## src/rtl/spi_byte_fifo.sv

```systemverilog
// TX/RX byte FIFOs between the 6502 register interface and the SPI shifter.
// Optional registered interrupt output is built when SPI_FIFO_IRQ_EN is defined.
module spi_byte_fifo #(
    parameter int DEPTH_LOG2 = 3
) (
    input  logic       clock_spi,
    input  logic       reset_n,
    input  logic       clear,
    input  logic       bus_wr,
    input  logic [7:0] bus_wdata,
    input  logic       bus_rd,
    output logic [7:0] bus_rdata,
    output logic [7:0] status,
    output logic       tx_valid,
    output logic [7:0] tx_data,
    input  logic       tx_ready,
    input  logic       rx_valid,
    input  logic [7:0] rx_data
`ifdef SPI_FIFO_IRQ_EN
    ,
    input  logic [1:0] irq_mask,
    output logic       irq_n
`endif
);

    localparam logic [DEPTH_LOG2:0] DEPTH = (DEPTH_LOG2 + 1)'(1 << DEPTH_LOG2);

    logic [7:0]            tx_mem [2**DEPTH_LOG2];
    logic [7:0]            rx_mem [2**DEPTH_LOG2];
    logic [DEPTH_LOG2-1:0] tx_rd_ptr, tx_wr_ptr, rx_rd_ptr, rx_wr_ptr;
    logic [DEPTH_LOG2:0]   tx_count, rx_count;
    logic                  tx_ovf, rx_ovf;
    logic                  tx_full, tx_empty, rx_full, rx_empty;
    logic                  tx_push, tx_pop, rx_push, rx_pop;
    logic                  irq_pend;

    // All accept/reject decisions come from the pre-edge counts.
    assign tx_full  = (tx_count == DEPTH);
    assign tx_empty = (tx_count == '0);
    assign rx_full  = (rx_count == DEPTH);
    assign rx_empty = (rx_count == '0);

    assign tx_push = bus_wr   & ~tx_full;
    assign tx_pop  = tx_ready & ~tx_empty;
    assign rx_push = rx_valid & ~rx_full;
    assign rx_pop  = bus_rd   & ~rx_empty;

    always_ff @(posedge clock_spi) begin
        if (tx_push)
            tx_mem[tx_wr_ptr] <= bus_wdata;
        if (rx_push)
            rx_mem[rx_wr_ptr] <= rx_data;
    end

    always_ff @(posedge clock_spi) begin
        if (!reset_n || clear) begin
            tx_rd_ptr <= '0;
            tx_wr_ptr <= '0;
            tx_count  <= '0;
            tx_ovf    <= 1'b0;
        end else begin
            if (tx_push)
                tx_wr_ptr <= tx_wr_ptr + 1'b1;
            if (tx_pop)
                tx_rd_ptr <= tx_rd_ptr + 1'b1;
            case ({tx_push, tx_pop})
                2'b10:   tx_count <= tx_count + 1'b1;
                2'b01:   tx_count <= tx_count - 1'b1;
                default: tx_count <= tx_count;
            endcase
            if (bus_wr && tx_full)
                tx_ovf <= 1'b1;
        end
    end

    always_ff @(posedge clock_spi) begin
        if (!reset_n || clear) begin
            rx_rd_ptr <= '0;
            rx_wr_ptr <= '0;
            rx_count  <= '0;
            rx_ovf    <= 1'b0;
        end else begin
            if (rx_push)
                rx_wr_ptr <= rx_wr_ptr + 1'b1;
            if (rx_pop)
                rx_rd_ptr <= rx_rd_ptr + 1'b1;
            case ({rx_push, rx_pop})
                2'b10:   rx_count <= rx_count + 1'b1;
                2'b01:   rx_count <= rx_count - 1'b1;
                default: rx_count <= rx_count;
            endcase
            if (rx_valid && rx_full)
                rx_ovf <= 1'b1;
        end
    end

    // Heads read as zero when empty so stale RAM contents never leak out.
    assign tx_valid  = ~tx_empty;
    assign tx_data   = tx_empty ? 8'h00 : tx_mem[tx_rd_ptr];
    assign bus_rdata = rx_empty ? 8'h00 : rx_mem[rx_rd_ptr];

`ifdef SPI_FIFO_IRQ_EN
    always_ff @(posedge clock_spi) begin
        if (!reset_n)
            irq_n <= 1'b1;
        else
            irq_n <= ~((irq_mask[0] & ~rx_empty) | (irq_mask[1] & tx_empty));
    end

    assign irq_pend = ~irq_n;
`else
    assign irq_pend = 1'b0;
`endif

    assign status = {tx_full, tx_empty, rx_full, rx_empty, tx_ovf, rx_ovf, irq_pend, 1'b0};

endmodule

```

## config.mk

```make
export PLATFORM = sky130hd
export DESIGN_NAME = spi_byte_fifo
export DESIGN_NICKNAME = d
export VERILOG_FILES = /design/src/rtl/spi_byte_fifo.sv
export SDC_FILE = /design/constraint.sdc
export NUM_CORES = 1
export LEC_CHECK = 0
export BUFFER_PORTS_ARGS = -buffer_cell sky130_fd_sc_hd__buf_2
export CORE_MARGIN = 2
export CORE_UTILIZATION = 54
export DETAILED_ROUTE_END_ITERATION = 6
export PLACE_DENSITY = 0.74
export SLEW_MARGIN = 15
export SYNTH_ARGS = -nofsm -noshare
export SYNTH_HDL_FRONTEND = slang
export SYNTH_SLANG_ARGS = --single-unit
```

## constraint.sdc

```tcl
create_clock -name clock_spi -period 2.37 [get_ports clock_spi]
set_input_delay 0.474 -clock clock_spi [delete_from_list [all_inputs] [get_ports clock_spi]]
set_output_delay 0.474 -clock clock_spi [all_outputs]
set_load 0.05 [all_outputs]
```

==> results.sh <==
export IMPL_cts_reportedPaths_clkPinSlew_ps=60
export IMPL_synth_edff_count=128
export IMPL_gp_routability_congestion=0.737
export IMPL_cts_made_buffers=17
export IMPL_clk_path_buf_depth=2
export IMPL_cp_required_ps=1900
export IMPL_finClkSkew_ps=9.54
export IMPL_avgViaCountPerCell=5.79
export IMPL_vdd_drop_max_mv=0.641
export IMPL_tritoncts="built"
export IMPL_drc_errors=0
export IMPL_critPathKind="reg -> out"
export IMPL_timing_rr_start="tx_count[3]"
export IMPL_wl_met1_mm=5.19
export IMPL_whs_ps=321
export IMPL_ys_ff_latch=156
export IMPL_yosysMostFrequentCell="edfxtp_1"
export IMPL_final_nets=471
export IMPL_grt_overflow=0
export IMPL_row_count=39
export IMPL_ios=48
export IMPL_grt_max_degree=17
export IMPL_die_height_um=112
export IMPL_wl_met3_um=622
export IMPL_hold_depth=1
export IMPL_root_buffer="clkbuf_16"
export IMPL_maxSlewHeadroom_pct=39.0
export IMPL_areaGrowthSynthToFinish_pct=22.3
export IMPL_place_inst=558
export IMPL_worst_pin_slew_ps=911
export IMPL_dr_pass1_iters=4
export IMPL_clock_sinks=156
export IMPL_syn_inst=371
export IMPL_worstSkewPairLatency_ps=420
export IMPL_reg2reg_setup_slack_ps=70
export IMPL_netlist_area_leader_share_pct=60.8
export IMPL_crit_path_max_incr_delay_ps=530
export IMPL_portBuffers=45
export IMPL_antenna_cells=0
export IMPL_ys_async_sr_fraction_pct=0
export IMPL_drv_slew=0
export IMPL_final_antenna_net_count=0
export IMPL_rr_worst_depth=9
export IMPL_wirelength_mm=12.6
export IMPL_die_width_um=112
export IMPL_cp_start_kind="flip-flop"
export IMPL_yosys_warnings=0
export IMPL_crit_path_cell_trace="buf_12, mux4_2, mux2i_2, nor2_2, buf_6"
export IMPL_worst_hold_path_type="in -> reg"
export IMPL_grt_pass1_wl_mm=19.1
export IMPL_layout_setup_ws_ps=-28.5
export IMPL_p_leak_nw=2.64
export IMPL_status="finished, violations left"
export IMPL_drv_cap=0
export IMPL_core_mm2=0.0114
export IMPL_instances_no_fill=593
export IMPL_yosys_top_cells_area="edfxtp_1 (61%), mux4_2 (11%), dfxtp_1 (8.9%), mux2i_1 (3.3%), nor2_1 (2.4%)"
export IMPL_critPathSlowestCell="mux4_2"
export IMPL_synth_top_cell_by_area="edfxtp_1"
export IMPL_worstHoldStart="rx_data[1]"
export IMPL_drive_gt1_share_pct=37.1
export IMPL_rsz0062_at_grt="yes"
export IMPL_syn_area_mm2=0.00632
export IMPL_fin_crit_ps=2400
export IMPL_top_layer_used="met4"
export IMPL_htreeDepth=4
export IMPL_met2_length_mm=6.50
export IMPL_worstHoldEndpoint="rx_mem[2][1]"
export IMPL_holdBufCountCts=0
export IMPL_via_count=3434
export IMPL_fill_cells=754
export IMPL_ys_seq_area_share_pct=69.6
export IMPL_hold_viol_final=0
export IMPL_wire_per_inst_um=21.2
export IMPL_yosys_most_used_dff="edfxtp_1"
export IMPL_grt_usage_pct=20.9
export IMPL_power_density_mw_per_mm2=837
export IMPL_synth_distinct_cells=38
export IMPL_worstSetupEndpointType="output pin"
export IMPL_grt_pass1_vias=3510
export IMPL_antenna_found_initial=0
export IMPL_period_share_pct=101
export IMPL_design_die_area_mm2=0.0126
export IMPL_worstPathMaxFanout=8
export IMPL_fmax_mhz=417
export IMPL_finalSetupViolCount=1
export IMPL_drt_iter0_drc=243
export IMPL_ys_top_cells_by_count="edfxtp_1 (128), nor2_1 (41), mux4_2 (32)"
export IMPL_syn_avg_cell_area_um2=17.0
export IMPL_reg2reg_to="tx_count[2]"
export IMPL_start_util_pct=55.4
export IMPL_violations="negative setup slack"
export IMPL_crit_arrival_ps=1920
export IMPL_dpl_hpwl_mm=7.15
-- cell type report --
class | count | area [µm²] | area share (%)
sequential | 156 | 4420 | 57.1
multi-input combinational | 185 | 1860 | 24.1
timing repair buffer | 75 | 613 | 7.93
clock buffer | 18 | 429 | 5.55
clock inverter | 13 | 223 | 2.88
tap | 143 | 179 | 2.31
inverter | 3 | 15.0 | 0.194
-- metal layers --
layer  up-vias  track usage (%)
li1       1556                -
met1      1753             26.6
met2       101             35.4
met3        24             4.37
met4         0             8.54
met5         -                0
-- kinds of logic after synthesis --
family,Yosys count,share of synthesized area [%]
AO/OA/AOI/OAI,17,1.50
XOR/XNOR,14,2.06
adder cells (fa/ha/maj),10,1.98
buffers and inverters,31,2.83
flip-flops,156,69.6
multiplexers,53,14.7
other,1,0.0593
AND/OR/NAND/NOR,89,7.20
-- through the flow --
stage / utilization, % / power (mW) / TNS (ps) / instance area (µm²) / setup slack (ps)
floorplan: - / 3.36 / -166 / 6380 / -120
global placement: 59.8 / 3.47 / 0 / 6830 / 138
detailed placement: 59.8 / 3.48 / 0 / 6830 / 30.4
CTS: 67.1 / 6.50 / -162 / 7670 / -56.1
global route: 67.7 / 6.64 / -262 / 7730 / -69.5
finish: 67.7 / 6.47 / -28.5 / 7730 / -28.5
-- power by group --
part / internal [mW] / total [mW] / leakage [nW] / switching [mW]
Combinational: 0.178 / 0.458 / 0.932 / 0.281
Clock: 1.96 / 2.99 / 0.313 / 1.03
Sequential: 3.00 / 3.02 / 1.39 / 0.0223
Total: 5.14 / 6.47 / 2.64 / 1.33
-- worst max-delay path by stage --
stage | start | to | cells after the start
after floorplan | tx_count[1] | tx_count[2] | 11
after global placement | tx_count[0] | tx_count[2] | 9
after detailed placement | tx_count[0] | tx_count[2] | 9
after CTS | flip-flop | bus_rdata[7] | 5
after global routing | flip-flop | bus_rdata[7] | 5
final | flip-flop | bus_rdata[7] | 5
-- worst max-delay path, delay by kind of cell (launching register included) --
kind / cells / cell delay [ps]
flops: 1 / 400
mux: 2 / 750
simple gates: 1 / 60
buf+inv: 2 / 300
-- state kept, by name, indices dropped and copies added, names as in the netlist, named ones only --
name / count
tx_mem: 64
rx_rd_ptr: 3
tx_count: 4
rx_mem: 64
rx_wr_ptr: 3
tx_wr_ptr: 3
tx_ovf: 1
rx_ovf: 1
rx_count: 4
tx_rd_ptr: 3
-- cell usage in the layout, fill, tap and decap left out, drive strengths merged, types with 3 or more instances in the layout --
master    count
a21oi         9
buf          73
bufinv        6
clkbuf       20
clkinv        5
clkinvlp      3
dfxtp        28
edfxtp      128
ha           10
mux2i        21
mux4         32
nand2         8
nand2b        5
nand3         8
nor2         41
nor2b         3
nor3          8
nor4          3
nor4bb        3
o21ai         6
xor2         12
-- what timing repair did --
item,CTS,global route
gates resized for setup,37,21
pin swaps,1,5
buffers inserted,2,1
setup endpoints to repair,17,21
gates cloned,2,0
Note: power is estimated with default switching activity, not from simulation.
